==> config.mk <==
export PLATFORM = sky130hd
export DESIGN_NAME = ram_port_scheduler
export DESIGN_NICKNAME = d
export VERILOG_FILES = /design/src/rtl/ram_port_scheduler.sv
export SDC_FILE = /design/constraint.sdc
export NUM_CORES = 1
export LEC_CHECK = 0
export CAP_MARGIN = 40
export CORE_MARGIN = 1
export CORE_UTILIZATION = 29
export DETAILED_ROUTE_END_ITERATION = 6
export PLACE_DENSITY = 0.95
export SETUP_SLACK_MARGIN = 0.05
export SLEW_MARGIN = 20
export SYNTH_ARGS = -nofsm -noshare
export SYNTH_HDL_FRONTEND = slang
export SYNTH_SLANG_ARGS = --single-unit
==> constraint.sdc <==
create_clock -name clk -period 3.2 [get_ports clk]
set_clock_uncertainty 0.05 [all_clocks]
set_input_delay 0.32 -clock clk [delete_from_list [all_inputs] [get_ports clk]]
set_output_delay 0.32 -clock clk [all_outputs]
set_load 0.01 [all_outputs]
==> src/rtl/ram_port_scheduler.sv <==
// Init sweeper plus write pass-through and two-way round-robin read arbiter
// in front of a simple-dual-port RAM with one-cycle read latency.
module ram_port_scheduler #(
  parameter int ADDR_WIDTH = 8,
  parameter int DATA_WIDTH = 32,
  parameter int MASK_WIDTH = 4,
  parameter logic [DATA_WIDTH-1:0] INIT_VALUE = '0
) (
  input  logic                  clk,
  input  logic                  resetn,
  input  logic                  flush,
  output logic                  init_done,

  input  logic                  w_valid,
  output logic                  w_ready,
  input  logic [ADDR_WIDTH-1:0] w_addr,
  input  logic [DATA_WIDTH-1:0] w_data,
  input  logic [MASK_WIDTH-1:0] w_mask,

  input  logic                  r0_valid,
  output logic                  r0_ready,
  input  logic [ADDR_WIDTH-1:0] r0_addr,
  input  logic                  r1_valid,
  output logic                  r1_ready,
  input  logic [ADDR_WIDTH-1:0] r1_addr,

  output logic                  rsp_valid,
  output logic                  rsp_id,
  output logic [DATA_WIDTH-1:0] rsp_data,

  output logic                  ram_wr_en,
  output logic [MASK_WIDTH-1:0] ram_wr_mask,
  output logic [ADDR_WIDTH-1:0] ram_wr_addr,
  output logic [DATA_WIDTH-1:0] ram_wr_data,
  output logic                  ram_rd_en,
  output logic [ADDR_WIDTH-1:0] ram_rd_addr,
  input  logic [DATA_WIDTH-1:0] ram_rd_data
);

  typedef enum logic [1:0] {
    ST_START = 2'd0,
    ST_INIT  = 2'd1,
    ST_RUN   = 2'd2
  } state_t;

  localparam logic [ADDR_WIDTH-1:0] LAST_ADDR = '1;

  state_t                r_state;
  logic [ADDR_WIDTH-1:0] r_cnt;
  logic                  r_prio;
  logic                  r_init_done;
  logic                  r_rsp_valid;
  logic                  r_rsp_id;

  logic w_run;
  logic w_init;
  logic w_elig0;
  logic w_elig1;
  logic w_gnt0;
  logic w_gnt1;

  assign w_run  = (r_state == ST_RUN);
  assign w_init = (r_state == ST_INIT);

  // A pending write to the same address always beats the read.
  assign w_elig0 = w_run && r0_valid && !(w_valid && (r0_addr == w_addr));
  assign w_elig1 = w_run && r1_valid && !(w_valid && (r1_addr == w_addr));
  assign w_gnt0  = w_elig0 && (!w_elig1 || !r_prio);
  assign w_gnt1  = w_elig1 && (!w_elig0 ||  r_prio);

  assign init_done = r_init_done;
  assign w_ready   = w_run;
  assign r0_ready  = w_gnt0;
  assign r1_ready  = w_gnt1;

  assign ram_wr_en   = w_init || (w_run && w_valid);
  assign ram_wr_addr = w_init ? r_cnt : w_addr;
  assign ram_wr_data = w_init ? INIT_VALUE : w_data;
  assign ram_wr_mask = w_init ? {MASK_WIDTH{1'b1}} : w_mask;

  assign ram_rd_en   = w_gnt0 || w_gnt1;
  assign ram_rd_addr = w_gnt1 ? r1_addr : r0_addr;

  assign rsp_valid = r_rsp_valid;
  assign rsp_id    = r_rsp_id;
  assign rsp_data  = ram_rd_data;

  always_ff @(posedge clk or negedge resetn) begin
    if (!resetn) begin
      r_state     <= ST_START;
      r_cnt       <= '0;
      r_prio      <= 1'b0;
      r_init_done <= 1'b0;
      r_rsp_valid <= 1'b0;
      r_rsp_id    <= 1'b0;
    end else begin
      // Responses from grants in this cycle survive a flush.
      r_rsp_valid <= w_gnt0 || w_gnt1;
      if (w_gnt0 || w_gnt1) begin
        r_rsp_id <= w_gnt1;
      end

      if (w_gnt0) begin
        r_prio <= 1'b1;
      end else if (w_gnt1) begin
        r_prio <= 1'b0;
      end

      case (r_state)
        ST_START: begin
          r_state <= ST_INIT;
          r_cnt   <= '0;
        end
        ST_INIT: begin
          r_cnt <= r_cnt + 1'b1;
          if (r_cnt == LAST_ADDR) begin
            r_state     <= ST_RUN;
            r_init_done <= 1'b1;
          end
        end
        ST_RUN: begin
          r_state <= ST_RUN;
        end
        default: begin
          r_state     <= ST_START;
          r_init_done <= 1'b0;
        end
      endcase

      if (flush) begin
        r_state     <= ST_INIT;
        r_cnt       <= '0;
        r_prio      <= 1'b0;
        r_init_done <= 1'b0;
      end
    end
  end

endmodule
Yosys cells after proc, flatten, opt, wreduce, memory -nomap -nowiden
Index checks and enable logic that the tools add are counted.

storage, ports and cells
  bits in registers = 14

operators by class
  $add $sub $neg = 1
  reductions and logical operators = 23
  equal/unequal tests = 7
  multiplexer cells = 15

operator list
  operator                                                          number
  32-bit 2-to-1 mux                                                 1
  8-bit 2-to-1 mux                                                  3
  8-bit == test                                                     2
  8-bit case mux with 2 select lines                                1
  1-bit logical AND                                                 9
  8-bit by 1-bit adder with 8-bit output (second input constant)    1
  8-bit == test (second input constant)                             1
  2-bit case mux with 3 select lines                                1
  3-bit nonzero test                                                2
  1-bit zero test                                                   5
  1-bit 2-to-1 mux                                                  5
  1-bit logical OR                                                  4
  2-bit 2-to-1 mux                                                  2
  4-bit 2-to-1 mux                                                  1
  3-bit by 2-bit != test with 1-bit output (second input constant)  1
  2-bit by 1-bit == test with 1-bit output (second input constant)  1
  2-bit == test (second input constant)                             1
  2-bit zero test                                                   1
  2-bit by 1-bit != test with 1-bit output (second input constant)  1
  1-bit case mux with 2 select lines                                1
  2-bit AND reduction                                               1
  2-bit OR reduction                                                1

Depth between registers and ports, before layout
Gate-level depths: netlist of the first run.

  word-level depth = 10
  gate-level depth with buffers = 7

Least setup slack after synthesis of the first run
OpenSTA, ideal clock, no wires.

  path kind = register to output
  start point = register r_state[0]
  end point = output port ram_rd_addr[0]
  cell stages (with the launch flop) = 8
  arrival time = 1.679 ns
  setup slack = 1.151 ns
  cell sequence = dfrtp_1 > inv_1 > ha_1 > nand2_1 > a41oi_1 > o21a_1 > buf_6 > mux2_4

between the ends
  cells in the longest elaborated chain, start to end = 7
  elaborated cells between the ends (all ways) = 9
  classes of those cells = eq/ne: 1; mux: 1; reduce/logical: 7

RTL lines
  item                            line  source
  start, declared                 48    state_t r_state;
  start signal, assigned          90    r_state <= ST_START;
  start signal, assigned          111   r_state <= ST_INIT;
  start signal, assigned          117   r_state <= ST_RUN;
  2-bit == test (*)               62    assign w_run = (r_state == ST_RUN);
  net w_ready                     15    output logic w_ready,
  1-bit logical AND (2 in a row)  66    assign w_elig0 = w_run && r0_valid && !(w_valid && (r0_addr == w_addr));
  1-bit zero test                 69    assign w_gnt1 = w_elig1 && (!w_elig0 || r_prio);
  1-bit logical OR                69
  1-bit logical AND (*)           69
  net r1_ready                    24    output logic r1_ready,
  8-bit 2-to-1 mux (*)            82    assign ram_rd_addr = w_gnt1 ? r1_addr : r0_addr;
  end, declared                   36    output logic [ADDR_WIDTH-1:0] ram_rd_addr,

Mark *: on every way through the listed nets, which the timed path passes. The rest lies on a longest branch.

Final worst setup path of the first run
  start point = input port w_addr[1]
  end point = output port ram_rd_addr[0]

between the ends
  cells in the longest elaborated chain, start to end = 8
  elaborated cells between the ends (all ways) = 12
  classes of those cells = eq/ne: 2; mux: 1; reduce/logical: 9

RTL lines
  item                   line  source
  start, declared        16    input logic [ADDR_WIDTH-1:0] w_addr,
  8-bit == test          66
  1-bit logical AND      66
  1-bit zero test        66
  1-bit logical AND      66
  1-bit zero test        69
  1-bit logical OR       69
  1-bit logical AND (*)  69
  8-bit 2-to-1 mux (*)   82

Every way passes the cells marked *; elsewhere a longest branch is shown, timed or not.

==> flow_metrics.env, run 1 <==
export IMPL_fin_crit_sh_pct=95.1
export IMPL_finalPower_mw=1.60
export IMPL_rows=26
export IMPL_period_needed_ns=3.04
export IMPL_synth_warnings=0
export IMPL_p_sw_uw=615
export IMPL_die_w_um=76.0
export IMPL_antenna_found_initial=0
export IMPL_synthCells=184
export IMPL_relSlewSlack_pct=56.4
export IMPL_leakagePower_nw=1.10
export IMPL_yosysMostFrequentCell="nor2b_1"
export IMPL_use_met3_pct=5.99
export IMPL_use_met2_pct=31.6
export IMPL_peakVddDrop_mv=0.280
export IMPL_clockRootBuffer="clkbuf_8"
export IMPL_place_port_buffers=125
export IMPL_regArea_um2=350
export IMPL_syn_cell_area_um2=1590
export IMPL_synth_largest_area_cell="dfrtp_1"
export IMPL_first_iter_violations=84
export IMPL_syn_nets=286
export IMPL_drt_wirelength_per_cell_um=15.3
export IMPL_cts_tree="yes"
export IMPL_pwr_share_clk_pct=9.1
export IMPL_switching_share_pct=38.3
export IMPL_hpwlAfterDp_mm=4.37
export IMPL_rsz0062_at_grt="false"
export IMPL_dieArea_um2=5780
export IMPL_path_buf_inv=3
export IMPL_clock_sinks=14
export IMPL_crit_arrival_ns=2.67
export IMPL_crit_family="buffers and inverters"
export IMPL_crit_type="in -> out"
export IMPL_layout_nets=382
export IMPL_synth_edff_count=0
export IMPL_async_flop_share_pct=100
export IMPL_slowest_delay_ns=0.49
export IMPL_comb_power_share_pct=75.8
export IMPL_antenna_left=0
export IMPL_multi_input_area_um2=967
export IMPL_grt_overflow_total=0
export IMPL_internal_power_uw=990
export IMPL_cp_start_kind="input pin"
export IMPL_path_cells="clkdlybuf4s50_1 -> xor2_1 -> nor4_1 -> a41oi_2 -> o21a_1 -> buf_12 -> mux2_4 -> clkdlybuf4s50_1"
export IMPL_clk_pin_slew_ns=0.06
export IMPL_ios=190
export IMPL_grt_max_degree=31
export IMPL_grt_pass1_wl_mm=8.41
export IMPL_dp_cells=345
export IMPL_grt_pass1_vias=1668
export IMPL_utilization_pct=52.8
export IMPL_clk_path_buf_depth=2
export IMPL_min_path_type="in -> async"
export IMPL_seq_area_frac_synth_pct=22.1
export IMPL_cp_common_cell="clkdlybuf4s50_1"
export IMPL_hold_viol=0
export IMPL_synth_seq_cells=14
export IMPL_cp_max_fo=10
export IMPL_ys_flop_type="dfrtp_1"
export IMPL_firstDrtPassIters=4
export IMPL_slowest_stage="clkdlybuf4s50_1"
export IMPL_final_cells=348
export IMPL_vias=1604
export IMPL_num_antenna_cells=0
export IMPL_routed_wl_mm=5.34
export IMPL_nFillCells=447
export IMPL_cts_buffers=3
export IMPL_cp_required_ns=2.83
export IMPL_status="finished clean"
export IMPL_die_height_um=76.0
export IMPL_synthToLayoutAreaGrowth_pct=73.0
export IMPL_initial_core_util_pct=30.5
export IMPL_coreArea_um2=5200
export IMPL_top_usage_layer="met2"
export IMPL_setup_tns_ns=0
export IMPL_drc_errors=0
export IMPL_synth_avg_cell_area_um2=8.63
export IMPL_gr_usage_met1_pct=21.1
export IMPL_synth_distinct_cells=33
export IMPL_clock_fmax_mhz=328
export IMPL_yosys_top_cells_area="dfrtp_1, buf_4, nor2b_1"
export IMPL_power_frac_seq_pct=15.2
export IMPL_powerDensity_nw_per_um2=584
export IMPL_ys_top_cells_by_count="nor2b_1, buf_4, dfrtp_1"
export IMPL_worstMarginPinSlew_ns=0.651
export IMPL_setup_violations=0
export IMPL_worstSetupEndpointType="output pin"
export IMPL_drive_above_1_share_pct=10.8
export IMPL_drv_slew=0
export IMPL_routed_via_density=4.61
export IMPL_track_usage_pct=18.3
export IMPL_gp_congestion=0.856
export IMPL_htreeDepth=1
export IMPL_insertion_delay_ns=0.25
export IMPL_hold_buffers=0
export IMPL_yosys_area_top_type_share_pct=22.1
export IMPL_drv_cap=0
==> repair_timing <==
item	CTS	global route
endpoints found under the setup margin	0	7
buffers inserted	0	0
gates resized for setup	0	1
==> flip-flops by register name (all words and copies together) (netlist names) <==
signal / flops
rsp_valid: 1
r_prio: 1
rsp_id: 1
init_done: 1
r_state: 2
r_cnt: 8
==> area by class of cell <==
| cell class | instances | area share, % |
|---|---|---|
| clock buffers | 3 | 1.50 |
| inverters | 2 | 0.273 |
| multi-input cells | 130 | 35.2 |
| flip-flops and latches | 14 | 12.8 |
| well taps | 70 | 3.19 |
| repair buffers | 129 | 47.1 |
==> cell families (layout without fill, tap and decap cells) <==
family | after synthesis | after routing | synth area share [%]
AND/OR/NAND/NOR | 67 | 67 | 23.5
buffers and inverters | 40 | 134 | 17.5
AO/OA/AOI/OAI | 23 | 23 | 9.14
multiplexers | 19 | 19 | 15.3
XOR/XNOR | 17 | 17 | 9.38
flip-flops | 14 | 14 | 22.1
adder cells (fa/ha/maj) | 4 | 4 | 3.15
==> stage by stage <==
stage / area, um^2 / hold slack [ns] / worst slack, ns
2_1_floorplan: 1590 / -0.0256 / 1.15
3_3_place_gp: 2700 / 0.417 / 0.214
3_5_place_dp: 2700 / 0.415 / 0.134
4_1_cts: 2740 / 0.427 / 0.137
5_1_grt: 2750 / 0.465 / 0.111
6_report: 2750 / 0.424 / 0.156
==> cell usage in the layout (no fill, tap or decap), types with 8 or more instances in the layout <==
cell             synthesis  routed
clkdlybuf4s50_1          0     125
mux2_4                   8       8
nor2b_1                 33      33
mux2_2                   9       9
xor2_1                   8       8
dfrtp_1                 14      14
xnor2_1                  9       9
nor2_1                   9       9
nand2_1                  8       8
o21ai_0                 13      13
==> power groups by stage <==
stage          combinational, mW  clock [mW]  sequential (mW)
2_1_floorplan              0.591           0            0.250
3_3_place_gp                1.20           0            0.245
3_5_place_dp                1.22           0            0.247
4_1_cts                     1.23       0.150            0.244
5_1_grt                     1.31       0.160            0.249
6_report                    1.22       0.145            0.244
==> metal layers <==
| layer | part of all wire [%] | up-vias | wire length (um) |
|---|---|---|---|
| li1 | - | 766 | - |
| met1 | 41 | 733 | 2220 |
| met2 | 48 | 85 | 2560 |
| met3 | 8.6 | 20 | 461 |
| met4 | 1.9 | 0 | 99 |
| met5 | 0 | - | 0 |
==> final timing paths <==
kind                       slack (ns)  cells past startpoint                   start               endpoint
max                              0.16                      8               w_addr[1]         ram_rd_addr[0]
min                              0.42                      1                  resetn   r_cnt[0]$_DFFE_PN0P_
max reg2reg                      1.08                      6  r_state[1]$_DFFE_PN0P_  init_done$_DFFE_PN0P_
min reg2reg                      0.42                      1      rsp_id$_DFFE_PN0P_     rsp_id$_DFFE_PN0P_
max in group asynchronous        2.26                      1                  resetn   r_cnt[3]$_DFFE_PN0P_
min in group clk                 0.42                      1      rsp_id$_DFFE_PN0P_     rsp_id$_DFFE_PN0P_
==> worst register-to-register path: stages (launching register included) <==
cell,delay [ns]
dfrtp_1,0.38
inv_1,0.10
ha_1,0.45
nand2b_1,0.27
a31o_1,0.30
o21ai_1,0.10
mux2_1,0.35
Note: power is estimated with default switching activity, not from simulation.
==> run 2, diff against run 1 <==
--- a/config.mk
+++ b/config.mk
@@ -9,7 +9,7 @@
 export CORE_MARGIN = 1
 export CORE_UTILIZATION = 29
 export DETAILED_ROUTE_END_ITERATION = 6
-export PLACE_DENSITY = 0.95
+export PLACE_DENSITY = 0.87
 export SETUP_SLACK_MARGIN = 0.05
 export SLEW_MARGIN = 20
 export SYNTH_ARGS = -nofsm -noshare
==> run 2 against run 1 <==
Effect of this change: register-to-register slack lost 0.21 ns; largest cell class unchanged; maximum frequency grew 1.2%; largest power group unchanged; final area is essentially flat; clock power is essentially flat; routed wire length grew 5.2%; worst hold slack lost 0.0047 ns.
==> flow_metrics.env, run 2 (synthesis gave the netlist of run 1 again) <==
export IMPL_antenna_left=0
export IMPL_grt_max_degree=32
export IMPL_dieArea_um2=5780
export IMPL_leakagePower_nw=1.10
export IMPL_grt_pass1_vias=1700
export IMPL_peakVddDrop_mv=0.298
export IMPL_period_needed_ns=3.01
export IMPL_synthToLayoutAreaGrowth_pct=72.9
export IMPL_cts_buffers=3
export IMPL_clk_pin_slew_ns=0.06
export IMPL_status="finished clean"
export IMPL_final_cell_mix="clkdlybuf4s50_1, nor2b_1, dfrtp_1"
export IMPL_die_w_um=76.0
export IMPL_drive_above_1_share_pct=11.5
export IMPL_drc_errors=0
export IMPL_largest_reg_flops=8
export IMPL_final_common_cell="clkdlybuf4s50_1"
export IMPL_layout_nets=383
export IMPL_drt_wirelength_per_cell_um=16.1
export IMPL_r2r_start="r_state[1]$_DFFE_PN0P_"
export IMPL_setup_tns_ns=0
export IMPL_routed_via_density=4.61
export IMPL_worstRegToRegCells=6
export IMPL_relSlewSlack_pct=55.7
export IMPL_clock_fmax_mhz=332
export IMPL_rsz0062_at_grt="false"
export IMPL_antenna_found_initial=0
export IMPL_cts_post_setup_buffers_inserted=0
export IMPL_place_port_buffers=125
export IMPL_powerDensity_nw_per_um2=589
export IMPL_rows=26
export IMPL_clock_sinks=14
export IMPL_firstDrtPassIters=4
export IMPL_grt_overflow_total=0
export IMPL_setup_ws_ns=0.191
export IMPL_min_path_type="in -> async"
export IMPL_crit_arrival_ns=2.64
export IMPL_fin_area_um2=2750
export IMPL_dpl_worst_slack_ns=0.123
export IMPL_grt_pass1_wl_mm=8.85
export IMPL_htreeDepth=1
export IMPL_track_usage_pct=19.4
export IMPL_setup_violations=0
export IMPL_num_antenna_cells=0
export IMPL_dp_cells=346
export IMPL_routed_wl_mm=5.62
export IMPL_place_area_um2=2700
export IMPL_clk_path_buf_depth=2
export IMPL_hold_buffers=0
export IMPL_hold_viol=0
export IMPL_drv_slew=0
export IMPL_r2r_slack_ns=0.87
export IMPL_coreArea_um2=5200
export IMPL_insertion_delay_ns=0.24
export IMPL_ios=190
export IMPL_worstMarginPinSlew_ns=0.659
export IMPL_finalPower_mw=1.62
export IMPL_fin_crit_sh_pct=94.0
export IMPL_cp_max_fo=8
export IMPL_cp_start_kind="input pin"
export IMPL_gp_congestion=0.864
export IMPL_vias=1609
export IMPL_worstSetupEndpointType="output pin"
export IMPL_crit_type="in -> out"
export IMPL_cp_required_ns=2.83
export IMPL_clockRootBuffer="clkbuf_8"
export IMPL_die_height_um=76.0
export IMPL_reg_top3="r_cnt: 8 flops, r_state: 2 flops"
export IMPL_final_cells=349
export IMPL_hpwlAfterDp_mm=4.63
export IMPL_cts_tree="yes"
export IMPL_initial_core_util_pct=30.5
export IMPL_largest_register="r_cnt"
export IMPL_cts_resized=0
export IMPL_drv_cap=0
export IMPL_reg2reg_to="init_done$_DFFE_PN0P_"
export IMPL_first_iter_violations=69
-- run 2: through the flow --
stage | hold WS, ns | util (%)
6_report | 0.419 | 52.7
5_1_grt | 0.465 | 52.7
4_1_cts | 0.441 | 52.6
3_5_place_dp | 0.442 | 51.8
3_3_place_gp | 0.420 | 51.8
2_1_floorplan | -0.0256 | -
-- run 2: worst max path at each step --
stage | endpoint | from | slack (ns)
2_1_floorplan | ram_rd_addr[0] | r_state[0]$_DFFE_PN0P_ | 1.15
3_3_place_gp | ram_rd_addr[6] | w_addr[6] | 0.19
3_5_place_dp | ram_rd_addr[6] | w_addr[6] | 0.12
4_1_cts | ram_rd_addr[6] | w_addr[6] | 0.12
5_1_grt | ram_rd_addr[6] | w_addr[5] | 0.03
6_report | ram_rd_addr[6] | w_addr[5] | 0.19
-- run 2: power by group --
group / internal, mW / switching [mW]
Sequential: 0.217 / 0.0309
Combinational: 0.686 / 0.541
Clock: 0.0832 / 0.0586
Total: 0.987 / 0.631
-- run 2: layout make-up --
cell class	instances	area, um^2
well taps	70	87.6
inverters	2	7.51
multi-input cells	130	970
flip-flops and latches	14	350
repair buffers	130	1290
clock buffers	3	41.3
fillers	466	2460
-- run 2: critical path: stages --
cell and delay (ns):
clkdlybuf4s50_1 0.47, xor2_1 0.20, nor4_1 0.33, a41oi_2 0.20, o21a_1 0.16, buf_4 0.18
mux2_4 0.31, clkdlybuf4s50_1 0.48
-- run 2: per-layer routing --
layer	vias to the layer above	track usage [%]	wire, um	share of wire, %
li1	767	-	-	-
met1	731	23.7	2340	42
met2	87	32.3	2670	48
met3	24	5.63	473	8.4
met4	0	7.12	129	2.3
met5	-	0	0	0
